<file path="src/rtl/i2s_mic_frontend.sv">
`default_nettype none
// ============================================================================
// Module      : i2s_mic_frontend
// Description : I2S master for a stereo MEMS microphone pair on one data line.
//               Generates SCK/WS and presents each left/right pair with a
//               one-clock valid strobe.
// Revision    : 1.0 - initial release
// ============================================================================
module i2s_mic_frontend #(
    parameter int SCK_HALF     = 16,
    parameter int SAMPLE_WIDTH = 24
) (
    input  logic                    clk_in,
    input  logic                    rst_in,
    input  logic                    mic_data,
    output logic                    mic_sck,
    output logic                    mic_ws,
    output logic [SAMPLE_WIDTH-1:0] audio_left,
    output logic [SAMPLE_WIDTH-1:0] audio_right,
    output logic                    audio_valid
);

    localparam int                 c_DIV_W    = $clog2(SCK_HALF);
    localparam logic [c_DIV_W-1:0] c_DIV_LAST = c_DIV_W'(SCK_HALF - 1);
    localparam logic [4:0]         c_LAST_BIT = 5'(SAMPLE_WIDTH);

    logic [c_DIV_W-1:0]      r_div;
    logic                    r_sck;
    logic                    r_ws;
    logic [5:0]              r_bit_cnt;
    logic                    r_sync1;
    logic                    r_sync2;
    logic [SAMPLE_WIDTH-1:0] r_shift;
    logic [SAMPLE_WIDTH-1:0] r_left_hold;
    logic                    r_pend;

    logic                    w_div_tc;
    logic                    w_fall;
    logic [4:0]              w_slot_pos;
    logic                    w_chan;
    logic [5:0]              w_cnt_next;
    logic [SAMPLE_WIDTH-1:0] w_shift_next;

    assign w_div_tc     = (r_div == c_DIV_LAST);
    // Falling-edge event: end of the SCK high phase, where the bit is sampled.
    assign w_fall       = w_div_tc & r_sck;
    assign w_slot_pos   = r_bit_cnt[4:0];
    assign w_chan       = r_bit_cnt[5];
    assign w_cnt_next   = r_bit_cnt + 6'd1;
    assign w_shift_next = SAMPLE_WIDTH'({r_shift, r_sync2});

    assign mic_sck = r_sck;
    assign mic_ws  = r_ws;

    always_ff @(posedge clk_in or posedge rst_in) begin
        if (rst_in) begin
            r_div       <= '0;
            r_sck       <= 1'b0;
            r_ws        <= 1'b0;
            r_bit_cnt   <= '0;
            r_sync1     <= 1'b0;
            r_sync2     <= 1'b0;
            r_shift     <= '0;
            r_left_hold <= '0;
            r_pend      <= 1'b0;
            audio_left  <= '0;
            audio_right <= '0;
            audio_valid <= 1'b0;
        end else begin
            r_sync1     <= mic_data;
            r_sync2     <= r_sync1;
            r_pend      <= 1'b0;
            audio_valid <= r_pend;

            if (r_pend) begin
                audio_left  <= r_left_hold;
                audio_right <= r_shift;
            end

            if (w_div_tc) begin
                r_div <= '0;
                r_sck <= ~r_sck;
            end else begin
                r_div <= r_div + 1'b1;
            end

            if (w_fall) begin
                r_bit_cnt <= w_cnt_next;
                r_ws      <= w_cnt_next[5];

                // Slot position 0 is the I2S delay bit; beyond the sample is padding.
                if (w_slot_pos == 5'd0) begin
                    r_shift <= '0;
                end else if (w_slot_pos <= c_LAST_BIT) begin
                    r_shift <= w_shift_next;
                end

                if (w_slot_pos == c_LAST_BIT) begin
                    if (!w_chan) begin
                        r_left_hold <= w_shift_next;
                    end else begin
                        r_pend <= 1'b1;
                    end
                end
            end
        end
    end

endmodule
`default_nettype wire

</file>
<file path="config.mk">
export PLATFORM = sky130hd
export DESIGN_NAME = i2s_mic_frontend
export DESIGN_NICKNAME = d
export VERILOG_FILES = /design/src/rtl/i2s_mic_frontend.sv
export SDC_FILE = /design/constraint.sdc
export NUM_CORES = 1
export LEC_CHECK = 0
export BUFFER_PORTS_ARGS = -buffer_cell sky130_fd_sc_hd__buf_2
export CORE_MARGIN = 2
export CORE_UTILIZATION = 34
export DETAILED_ROUTE_END_ITERATION = 16
export GPL_TIMING_DRIVEN = 0
export PLACE_DENSITY_LB_ADDON = 0.05
export SLEW_MARGIN = 20
export SYNTH_ARGS = -nofsm -noshare
export SYNTH_HDL_FRONTEND = slang
export SYNTH_SLANG_ARGS = --single-unit
</file>
<file path="constraint.sdc">
create_clock -name clk_in -period 4.22 [get_ports clk_in]
set_input_delay 0.422 -clock clk_in [delete_from_list [all_inputs] [get_ports clk_in]]
set_output_delay 0.422 -clock clk_in [all_outputs]
set_load 0.005 [all_outputs]
</file>
==> results.txt, run 1 <==
The routability-driven placement congestion ratio came out at 0.653. The later-pin clock latency in the skew report came out at 350 ps. Setup repair after global routing left no endpoint under its margin. The synthesized netlist cell count came out at 305. Net switching is 19.9% of the power. The signed area change from the synthesized netlist to the final layout is 18.1%. The global-route wire length before repair came out at 13,400 um. For this block, the initial DRC count from the detailed router was 113. The power share of the sequential group is 56.3%. The number of design rule violations left after detail routing is 0. The level count of the clock H-tree came out at 3. Measured along the y axis, the die boundary spans 117 um. The HPWL after detailed placement is 5040 um. The initial antenna violation count was 0. Entering global routing, the biggest net connects 61 pins. The sequential-to-total area share from yosys stat is 63.7%.

The post-route non-filler standard cell count came out at 546. The total power density per cell area is 367 nW/um2. For this design, the CTS-stage hold fixing added 0 buffers. The count of standard-cell rows is 41.

Final hold analysis gives a worst-case slack of 146 ps. For the pin with the worst max-slew slack, the measured transition is 738 ps. The number of clock sinks came out at 111. Input and output buffers added on the ports amount to 53. The synthesized area divided by synthesized cell count is 14.3 um2. After clock tree synthesis, the setup repair step added 0 buffers. TritonCTS built the clock tree.

After detailed routing, the number of vias per cell comes to 4.49. The run finished with clean final reports. Data arrives at the worst endpoint at 2400 ps. The worst hold path belongs to the class primary input to async pin. The synthesized cell area is 4360 um2. The clock transition at the register clock pins on the worst setup and hold paths after CTS came out at 70 ps. The clock share of power came out at 42.4%.

Including well taps, the total number of placed cells is 531. The effective utilization at floorplan came out at 34.7%. The post-CTS resize count is 0.

The number of buffers between clock root and the deepest sink came out at 2. The number of nets in the finished design is 376. The tightest slew margin relative to the limit is 50.8%. 0 antenna diodes ended up in the layout. Cell internal power was estimated by the tool at 1.51 mW. The total core area is 12,600 um2. The number of search-and-repair iterations in the first detailed-routing pass is 4. The analysis attributes to net switching a power of 0.377 mW. The endpoint class of the critical path is a flop.

The type of origin of the critical path is a flop. The routed design has 7810 um of wire. The power consumption came out at 1.89 mW. The post-synthesis sequential element count is 111. The filler cell count in the final layout came out at 1,217.

The final worst slack is 2050 ps. The worst-case IR drop observed on VDD is 278 uV. The number of vias after detailed routing came out at 2,449. The total setup violations reported at the end of the flow is 0. The data required time of the worst path came out at 4450 ps. Yosys mapped a number of flops with a built-in enable equal to 0. The overall die width is 117 um.

The class of the most critical setup path is flop to flop. During I/O placement, the number of pins put on the boundary was 54. The final number of hold-violating endpoints is 0.

The minimum setup slack after placement came out at 2030 ps. The worst reg-to-reg path cell count came out at 5. The die covers 13,700 um2. The leakage component of the power is 2.56 nW. The average wire per standard cell came out at 14.3 um. The via count of the first global-routing pass is 2,556. The fmax is 461 MHz. The combinational share of power came out at 1.3%. Across the routed clock network, the largest skew measured is 7.63 ps. The flip-flop cell with the highest count after synthesis is sky130_fd_sc_hd__dfrtp_1. The largest driver fanout on the critical path came out at 10.

The remaining global-route overflow is 0. The final critical path time including I/O delays and setup came out at 2170 ps. The total global routing track utilization is 13.0%.

The final worst-path cycle share came out at 51.4%. The number of pins exceeding their max-slew limit in the final report came out at 0. The final core utilization is 41.0%.

The number of warning messages in the yosys log came out at 0. Synthesis instantiated 28 different standard cells from the library. Once detail routing completed, the nets flagged for antenna violations numbered 0. Synthesis produced a netlist with a net count of 311. For this run, asynchronously set or reset flops after synthesis account for 100%. The number of max-cap violations came out at 0. In this run the clock root is driven by a sky130_fd_sc_hd__clkbuf_16. The number of clock buffers added by TritonCTS is 9. The share of cells above drive strength 1 came out at 40.6%.
[path summary, 6_finish.rpt]
path / from / end / slack (ps)
hold / removal: rst_in / audio_left[13]$_DFFE_PP0P_ / 150
setup reg to reg: r_div[0]$_DFF_PP0_ / r_left_hold[9]$_DFFE_PP0P_ / 2050
min in group clk_in: mic_data / r_sync1$_DFF_PP0_ / 180
setup / recovery: r_div[0]$_DFF_PP0_ / r_left_hold[9]$_DFFE_PP0P_ / 2050
max in group asynchronous: rst_in / r_bit_cnt[0]$_DFFE_PP0P_ / 3420
hold reg to reg: r_sync1$_DFF_PP0_ / r_sync2$_DFF_PP0_ / 350
[metal layers]
layer,global-route usage [%],vias up,wire length (um)
met5,0,-,0
met4,4.47,0,124
met3,4.53,10,384
met2,20.7,42,3620
met1,16.7,1243,3680
li1,-,1154,-
[final cells by class]
cell class | count | area [um2] | area share [%]
Multi-Input combinational cell | 151 | 1400 | 27.1
Buffer | 14 | 80.1 | 1.55
Inverter | 29 | 114 | 2.21
Sequential cell | 111 | 2780 | 53.9
Clock buffer | 15 | 278 | 5.39
Timing Repair Buffer | 54 | 293 | 5.68
Tap cell | 172 | 215 | 4.18
[stage by stage]
stage	instance area, um2	TNS [ps]
floorplan	4360	0
global placement	4840	-73790
detailed placement	4870	0
CTS	5150	0
global route	5150	0
finish	5150	0
[cell families (layout without fill, tap and decap cells)]
family	Yosys count	after routing	synth area share (%)
fa+ha+maj	3	3	0.861
simple gates	39	39	4.73
flops	111	111	63.7
buf+inv	43	112	4.33
mux	96	96	24.1
xor+xnor	7	7	1.41
compound gates	6	6	0.889
[power groups by stage]
stage,combinational [mW],sequential [mW],clock [mW]
finish,0.0250,1.06,0.802
global route,0.0304,1.06,0.879
CTS,0.0274,1.06,0.841
detailed placement,0.0274,1.09,0
global placement,0.0236,1.09,0
floorplan,0.0156,1.09,0
[placed cells by master (no fill, tap or decap)]
master	instances
sky130_fd_sc_hd__buf_1	2
sky130_fd_sc_hd__nor4_1	1
sky130_fd_sc_hd__nand4_1	1
sky130_fd_sc_hd__clkbuf_8	3
sky130_fd_sc_hd__ha_1	3
sky130_fd_sc_hd__nand2b_1	1
sky130_fd_sc_hd__buf_16	1
sky130_fd_sc_hd__nor3_1	1
sky130_fd_sc_hd__and4_2	1
sky130_fd_sc_hd__nand3_1	3
sky130_fd_sc_hd__inv_1	28
sky130_fd_sc_hd__mux2i_1	24
sky130_fd_sc_hd__or4b_2	1
sky130_fd_sc_hd__inv_6	1
sky130_fd_sc_hd__xnor2_1	5
sky130_fd_sc_hd__a21oi_1	1
sky130_fd_sc_hd__dfrtp_1	111
sky130_fd_sc_hd__nor2_1	1
sky130_fd_sc_hd__nand2_1	27
sky130_fd_sc_hd__nand4_4	1
sky130_fd_sc_hd__nor4_4	1
sky130_fd_sc_hd__a31oi_1	1
sky130_fd_sc_hd__xor2_1	2
sky130_fd_sc_hd__buf_4	2
sky130_fd_sc_hd__clkbuf_16	9
sky130_fd_sc_hd__buf_2	56
sky130_fd_sc_hd__buf_6	2
sky130_fd_sc_hd__clkbuf_1	7
sky130_fd_sc_hd__o21ai_0	3
sky130_fd_sc_hd__clkbuf_2	1
sky130_fd_sc_hd__mux2_2	72
sky130_fd_sc_hd__a31oi_2	1
[synth_stat cells (3+ instances only)]
master | instances | share of area, %
sky130_fd_sc_hd__dfrtp_1 | 111 | 64
sky130_fd_sc_hd__mux2_2 | 72 | 19
sky130_fd_sc_hd__inv_1 | 29 | 2.5
sky130_fd_sc_hd__nand2_1 | 27 | 2.3
sky130_fd_sc_hd__mux2i_1 | 24 | 5.5
sky130_fd_sc_hd__xnor2_1 | 5 | 1.0
sky130_fd_sc_hd__clkbuf_1 | 4 | 0.34
sky130_fd_sc_hd__buf_2 | 3 | 0.34
sky130_fd_sc_hd__ha_1 | 3 | 0.86
sky130_fd_sc_hd__nand3_1 | 3 | 0.34
sky130_fd_sc_hd__o21ai_0 | 3 | 0.34
[registers in the layout (all words and copies together) (netlist names)]
| name | cells |
|---|---|
| r_shift | 24 |
| audio_valid | 1 |
| mic_sck | 1 |
| audio_right | 24 |
| audio_left | 24 |
| r_sync2 | 1 |
| r_pend | 1 |
| r_bit_cnt | 5 |
| r_left_hold | 24 |
| r_div | 4 |
| r_sync1 | 1 |
| mic_ws | 1 |
[critical path, cell delays in order (launching register included)]
cell	delay, ps
sky130_fd_sc_hd__dfrtp_1	390
sky130_fd_sc_hd__ha_1	320
sky130_fd_sc_hd__nand4_4	180
sky130_fd_sc_hd__nor4_4	550
sky130_fd_sc_hd__buf_6	240
sky130_fd_sc_hd__mux2_2	350
Power figures use the tool's default switching activity.
==> run 2: changes to the inputs <==
--- a/config.mk
+++ b/config.mk
@@ -5,6 +5,7 @@
 export SDC_FILE = /design/constraint.sdc
 export NUM_CORES = 1
 export LEC_CHECK = 0
+export ABC_AREA = 1
 export BUFFER_PORTS_ARGS = -buffer_cell sky130_fd_sc_hd__buf_2
 export CORE_MARGIN = 2
 export CORE_UTILIZATION = 34
==> constraint.sdc (replaced) <==
create_clock -name clk_in -period 1.8 [get_ports clk_in]
set_input_delay 0.18 -clock clk_in [delete_from_list [all_inputs] [get_ports clk_in]]
set_output_delay 0.18 -clock clk_in [all_outputs]
set_load 0.005 [all_outputs]
==> results.txt, run 2 <==
The run finished with clean final reports. The vertical die dimension is 116 um. The via count of the first global-routing pass came out at 2,896. The clock net in this run drives a total of 111 sinks. Before CTS, the worst setup slack after placement is 3.23 ps.

The global-route wire length before repair came out at 14,900 um. The peak ir drop on the vdd network is 350 uV. The antenna violation net count after detailed routing came out at 0. The fmax came out at 600 MHz.

The critical path is of the flop to flop type. The later-pin clock latency in the skew report came out at 350 ps. The share of cells above drive strength 1 is 26.5%. The total placed instance area came out at 4870 um2. For met2 alone, demand over resource in global routing was 22.8%. The final critical path time including I/O delays and setup is 1670 ps.

The number of nets in the finished design came out at 476. The synthesized netlist cell count is 399. The routed layout has 2,894 vias. STA classifies the critical path endpoint as a flop. The total length of routed wires came out at 8810 um.

After floorplanning, the core was sized to cover 12,500 um2. The arrival time reported for the critical path endpoint came out at 1900 ps. The number of pins exceeding their max-slew limit in the final report is 0.

The post-synthesis sequential element count came out at 111. For this design the top-level I/O count stands at 54. After detailed routing, the average wire length per cell comes to 13.6 um.

During synthesis, Yosys emitted a total of 0 warnings. The synthesized cell area came out at 4290 um2. The total global routing track utilization is 14.6%. The root buffer selected by CTS is sky130_fd_sc_hd__clkbuf_16.

The number of search-and-repair iterations in the first detailed-routing pass is 4. At the end of routability-driven placement, the weighted congestion stood at 0.708. The data required time of the worst path is 2030 ps. The worst hold path class is primary input to async pin. The final antenna diode count is 0. The sequential-to-total area share from yosys stat came out at 64.8%. The most used flip-flop cell after synthesis is sky130_fd_sc_hd__dfrtp_1. The largest driver fanout on the critical path came out at 10. The overall die width came out at 116 um. The effective utilization at floorplan came out at 34.4%. The leakage component of the power is 2.61 nW. The HPWL after detailed placement is 6000 um.

The number of DRC markers in iteration 0 is 167. The post-synthesis net count is 405. TritonCTS built the clock tree.

The initial antenna violation count was 0. The total setup violations reported at the end of the flow is 0. For met1 alone, demand over resource in global routing was 19.8%.

In the post-synthesis netlist, the cell with the most instances is sky130_fd_sc_hd__dfrtp_1. The tightest hold path in the finished design has a slack of 341 ps. Buffers placed on the I/O ports in this run total 53.

The clock transition at the register clock pins on the worst setup and hold paths after CTS came out at 70 ps. STA classifies the critical path startpoint as a flop. The sum of negative setup slack came out at 0 ps.

The signed area change from the synthesized netlist to the final layout is 24.2%. Power spread over the standard cell area amounts to 970 nW/um2. met2 is the most crowded layer. The library cell used most frequently in the layout, excluding fill and tap cells, is sky130_fd_sc_hd__dfrtp_1. Setup repair after global routing left no endpoint under its margin. The count of standard-cell rows came out at 41. The number of buffers between clock root and the deepest sink is 2. The proportion of synthesized flip-flops having asynchronous set or reset came out at 100%. The level count of the clock H-tree is 3.

The number of max-cap violations came out at 0. The actual transition at the worst max-transition pin is 578 ps. The area enclosed by the die boundary came out at 13,500 um2. Summed over all layers, the global routing overflow is 0. The final worst slack is 133 ps. Of the post-synthesis cell area, the dominant cell type holds 64.8%. The synthesized area divided by synthesized cell count came out at 10.7 um2.

In the routed layout, each cell is associated on average with a via count of 4.47. The global routing usage on met3 came out at 3.11%. The commonest cells after synthesis are sky130_fd_sc_hd__dfrtp_1 (111), sky130_fd_sc_hd__nand2_1 (85), sky130_fd_sc_hd__inv_1 (37). The final worst-path cycle share is 92.6%. After synthesis, the cell types taking the most area are sky130_fd_sc_hd__dfrtp_1 (65%), sky130_fd_sc_hd__nand2_1 (7.4%), sky130_fd_sc_hd__mux2_2 (6.6%), sky130_fd_sc_hd__o21ai_0 (3.6%), sky130_fd_sc_hd__inv_1 (3.2%). In this run, synthesis inferred 0 flip-flops with an integrated enable. The final number of hold-violating endpoints is 0. With fillers left out, the area of the finished cells amounts to 5330 um2. The tightest slew margin relative to the limit came out at 61.5%.

Leaving out fill and tap cells, the most frequent cells in the layout are sky130_fd_sc_hd__dfrtp_1 (111), sky130_fd_sc_hd__nand2_1 (85), sky130_fd_sc_hd__buf_2 (59), sky130_fd_sc_hd__inv_1 (36), sky130_fd_sc_hd__o21ai_0 (31). The pin count of the biggest net entering global routing is 34. The worst clock skew on the final layout came out at 6.22 ps. The TritonCTS buffer count came out at 9. The count of cell types in the netlist came out at 20.

The post-synthesis cell type with the largest combined area is sky130_fd_sc_hd__dfrtp_1. In the routed design, unresolved DRC markers number 0.
==> run 2: cell count changes in the layout (fill, tap and decap cells not counted), moves of 4 or more <==
| cell | before | now |
|---|---|---|
| sky130_fd_sc_hd__nand2_1 | 27 | 85 |
| sky130_fd_sc_hd__nor2_1 | 1 | 26 |
| sky130_fd_sc_hd__o21ai_1 | 0 | 16 |
| sky130_fd_sc_hd__xnor2_1 | 5 | 0 |
| sky130_fd_sc_hd__bufinv_16 | 0 | 5 |
| sky130_fd_sc_hd__mux2i_1 | 24 | 0 |
| sky130_fd_sc_hd__o21ai_0 | 3 | 31 |
| sky130_fd_sc_hd__xor2_1 | 2 | 6 |
| sky130_fd_sc_hd__a21oi_1 | 1 | 23 |
| sky130_fd_sc_hd__o21ai_2 | 0 | 5 |
| sky130_fd_sc_hd__inv_1 | 28 | 36 |
| sky130_fd_sc_hd__mux2_2 | 72 | 25 |
==> run 2: area by class of cell <==
cell class,instances,area (um2)
Inverter,37,143
Fill cell,1236,7140
Multi-Input combinational cell,230,1270
Clock buffer,10,239
Tap cell,172,215
Sequential cell,111,2780
Timing Repair Buffer,60,388
Buffer,21,134
Clock inverter,6,155
==> run 2: timing repair <==
action	CTS	global route
resized for setup	1	14
endpoints found under the setup margin	3	38
setup buffers	0	1
hold buffers	2	0
endpoints found under the hold margin	8	0
pin swaps	0	1
==> run 2: worst paths after layout <==
path	start	slack (ps)	cells after the start	end
max reg2reg	r_div[0]$_DFF_PP0_	130	9	r_left_hold[1]$_DFFE_PP0P_
max	r_div[0]$_DFF_PP0_	130	9	r_left_hold[1]$_DFFE_PP0P_
max in group asynchronous	rst_in	830	5	r_left_hold[2]$_DFFE_PP0P_
min reg2reg	r_sync1$_DFF_PP0_	360	0	r_sync2$_DFF_PP0_
min in group clk_in	r_sync1$_DFF_PP0_	360	0	r_sync2$_DFF_PP0_
min	rst_in	340	3	r_shift[18]$_DFFE_PP0P_
==> run 2: worst max-delay path, cell delays in order, from the launching register on <==
cell                      delay [ps]
sky130_fd_sc_hd__dfrtp_1         380
sky130_fd_sc_hd__ha_2            230
sky130_fd_sc_hd__nand3_4         110
sky130_fd_sc_hd__nor2_4          150
sky130_fd_sc_hd__buf_6           150
sky130_fd_sc_hd__nand3_4          70
sky130_fd_sc_hd__buf_6           160
sky130_fd_sc_hd__buf_6           160
sky130_fd_sc_hd__nand2_1          60
sky130_fd_sc_hd__o21ai_1          60
==> run 2: per-stage QoR <==
step	total power [mW]	util (%)	instances
floorplan	2.58	-	399
global placement	2.60	38.3	624
detailed placement	2.63	39.1	628
CTS	5.24	42.4	646
global route	5.34	42.7	647
finish	5.16	42.7	647
==> run 2: layer usage <==
layer | share of wire [%] | up-vias
li1 | - | 1418
met1 | 47 | 1421
met2 | 48 | 44
met3 | 3.8 | 11
met4 | 1.8 | 0
met5 | 0 | -
==> run 2: power by group <==
group | switching, mW | leakage, nW | internal (mW)
clock | 0.911 | 0.193 | 1.68
combinational | 0.0538 | 0.882 | 0.0260
sequential | 0.000817 | 1.53 | 2.49
total | 0.966 | 2.61 | 4.20
==> run 2: cells by family after synthesis <==
| logic type | after synthesis | synth area share (%) |
|---|---|---|
| AOI/OAI and AO/OA | 75 | 9.10 |
| xor gates and xnor gates | 6 | 1.23 |
| adders and majority gates | 3 | 0.875 |
| buffers and inverters | 58 | 6.16 |
| DFF | 111 | 64.8 |
| muxes | 25 | 6.56 |
| and+or+nand+nor | 121 | 11.3 |
==> run 3: changes to the inputs <==
--- a/config.mk
+++ b/config.mk
@@ -9,6 +9,7 @@
 export BUFFER_PORTS_ARGS = -buffer_cell sky130_fd_sc_hd__buf_2
 export CORE_MARGIN = 2
 export CORE_UTILIZATION = 34
+export CTS_BUF_LIST = sky130_fd_sc_hd__clkbuf_16
 export DETAILED_ROUTE_END_ITERATION = 16
 export GPL_TIMING_DRIVEN = 0
 export PLACE_DENSITY_LB_ADDON = 0.05
==> results.txt, run 3 (synthesis gave the netlist of run 2 again) <==
The final number of hold-violating endpoints came out at 0. The effective utilization at floorplan came out at 34.4%. The switching fraction of total power is 18.9%. The via count of the first global-routing pass came out at 2,888. Clock-pin slew was measured on the worst setup and hold paths at 70 ps.

The final worst slack is 133 ps. The peak ir drop on the vdd network came out at 333 uV. The remaining global-route overflow is 0.

The data required time of the worst path came out at 2030 ps. The tightest slew margin relative to the limit came out at 61.6%. The count of buffers inserted at the top-level ports came out at 53.

The run finished with clean final reports. The total global routing track utilization came out at 14.5%. Once placement completed, the tool counted placed cells totaling 628.

The detail route stage leaves a number of antenna-violating nets equal to 0. The count of standard-cell rows came out at 41. The slowest stage of the critical path belongs to the cell sky130_fd_sc_hd__dfrtp_1. The fmax is 600 MHz.

The endpoint class of the critical path is a flop. The filler cell count in the final layout came out at 1,236. The area enclosed by the die boundary is 13,500 um2. The clock share of power came out at 49.7%. The final worst-path cycle share is 92.6%. The floorplan step defined a core boundary enclosing 12,500 um2. The critical path is of the flop to flop type.

TritonCTS built the clock tree. The number of vias per cell came out at 4.47. The detailed router finished its first iteration with 162 violations. The final core utilization is 42.6%.

The later-pin clock latency in the skew report came out at 350 ps. The die is 116 um tall. The number of pins exceeding their max-slew limit in the final report came out at 0. The combinational share of power is 1.6%. From left edge to right edge, the die measures 116 um. The minimum setup slack after placement is 3.23 ps. The buffer and inverter count on the worst path came out at 3. The largest driver fanout on the critical path came out at 10. The repair_antennas step left the layout with diodes totalling 0.

The root buffer selected by CTS is sky130_fd_sc_hd__clkbuf_16. Setup repair after global routing left no endpoint under its margin. The startpoint identified for the worst register-to-register timing path is r_div[0]$_DFF_PP0_. Traced cell by cell, the critical path runs through ha_2 > nand3_4 > nor2_4 > buf_6 > nand3_4 > buf_6 > buf_6 > nand2_1 > o21ai_1. Data on the critical path arrives at its endpoint at 1900 ps. The number of clock sinks came out at 111. The critical path's largest stage delay is 380 ps. The number of search-and-repair iterations in the first detailed-routing pass is 4. The global-route wire length before repair is 14,900 um. The sum of negative setup slack came out at 0 ps. The final critical path time including I/O delays and setup is 1670 ps. Leaving out fill and tap cells, the most frequent cell in the layout is sky130_fd_sc_hd__dfrtp_1. The share of cells above drive strength 1 is 26.3%.

The number of cells on the worst reg-to-reg path is 9. The total setup violations reported at the end of the flow is 0. The initial antenna violation count came to 0. In the layout the commonest cells are sky130_fd_sc_hd__dfrtp_1 (111), sky130_fd_sc_hd__nand2_1 (85), sky130_fd_sc_hd__buf_2 (59), sky130_fd_sc_hd__inv_1 (36), sky130_fd_sc_hd__o21ai_0 (31).

The internal portion of the total power is 4.15 mW. In this run the number of H-tree levels came out at 3. The analysis attributes to net switching a power of 0.967 mW. After layout, the design draws a total of 5.12 mW. For this design the ratio of total power to cell area is 964 nW/um2.

The TritonCTS buffer count is 9. After the flow finishes, the layout carries non-filler instances totaling 647. Summed over all layers, the routed wires come to 8790 um. The worst register-to-register path has a setup slack of 130 ps. In this run the worst hold path is classified as primary input to async pin. In the final routed layout, each cell accounts on average for 13.6 um. The worst setup path is launched from a flop. The number of max-cap violations is 0. In the routed design, unresolved DRC markers number 0.

The largest delay contributor family on the critical path is buffers and inverters. In this run, flip-flops and latches consume 48.7% of the power. The number of nets in the finished design is 476. Routability-driven placement finished with a final weighted congestion of 0.708. The number of buffers between clock root and the deepest sink is 2. For this design the top-level I/O count stands at 54. Summing over every cut layer, the via total after detailed routing is 2,891. In this run the critical register-to-register path is captured at r_left_hold[1]$_DFFE_PP0P_.

The most frequent cell on the critical path is sky130_fd_sc_hd__buf_6. The actual transition at the worst max-transition pin came out at 575 ps. The HPWL after detailed placement came out at 6000 um. The leakage component of the power came out at 2.60 nW. The worst clock skew on the final layout is 6.96 ps. The signed area change from the synthesized netlist to the final layout is 23.9%. The pin count of the biggest net entering global routing came out at 34.
## run 3: per-layer routing
metal,share of wire [%],up-vias,track usage (%)
met5,0,-,0
met4,1.8,0,6.19
met3,3.7,11,3.11
met2,47,42,22.6
met1,47,1418,19.8
li1,-,1420,-
## run 3: timing repair
action,CTS,global route
gates resized for setup,1,14
hold buffers,2,0
hold endpoints to repair,8,0
endpoints found under the setup margin,3,38
pin swaps,0,1
buffers inserted,0,1
gates cloned,0,0
## run 3: power by group through the flow
stage	sequential [mW]	combinational (mW)	clock, mW
2_1_floorplan	2.54	0.0375	0
5_1_grt	2.49	0.0944	2.71
3_3_place_gp	2.54	0.0564	0
6_report	2.49	0.0798	2.55
4_1_cts	2.49	0.0855	2.61
3_5_place_dp	2.54	0.0825	0
## run 3: metrics by stage
step / instance area [um2] / hold slack [ps]
2_1_floorplan: 4290 / 211
3_3_place_gp: 4770 / 290
3_5_place_dp: 4870 / 170
4_1_cts: 5270 / 331
5_1_grt: 5320 / 363
6_report: 5320 / 341
## run 3: worst reg2reg max path, cell delays in order, from the launching register on
cell and delay [ps]:
sky130_fd_sc_hd__dfrtp_1 380, sky130_fd_sc_hd__ha_2 230, sky130_fd_sc_hd__nand3_4 110, sky130_fd_sc_hd__nor2_4 150, sky130_fd_sc_hd__buf_6 150, sky130_fd_sc_hd__nand3_4 80
sky130_fd_sc_hd__buf_6 160, sky130_fd_sc_hd__buf_6 160, sky130_fd_sc_hd__nand2_1 60, sky130_fd_sc_hd__o21ai_1 60
## run 3: worst max path at each step
stage	start	to	cells after the start
after floorplan	rst_in	audio_left[0]$_DFFE_PP0P_	1
after global placement	rst_in	audio_left[6]$_DFFE_PP0P_	2
after detailed placement	r_div[0]$_DFF_PP0_	r_left_hold[9]$_DFFE_PP0P_	7
after CTS	r_bit_cnt[0]$_DFFE_PP0P_	r_shift[16]$_DFFE_PP0P_	8
after global routing	r_div[0]$_DFF_PP0_	r_left_hold[2]$_DFFE_PP0P_	9
final	r_div[0]$_DFF_PP0_	r_left_hold[1]$_DFFE_PP0P_	9
## run 3: layout make-up
class | instances | area [um2] | area share, %
sequential | 111 | 2780 | 52.3
multi-input combinational | 230 | 1270 | 24.0
timing repair buffer | 60 | 388 | 7.30
clock buffer | 9 | 225 | 4.24
tap | 172 | 215 | 4.05
clock inverter | 7 | 159 | 2.99
inverter | 37 | 143 | 2.68
buffer | 21 | 134 | 2.52
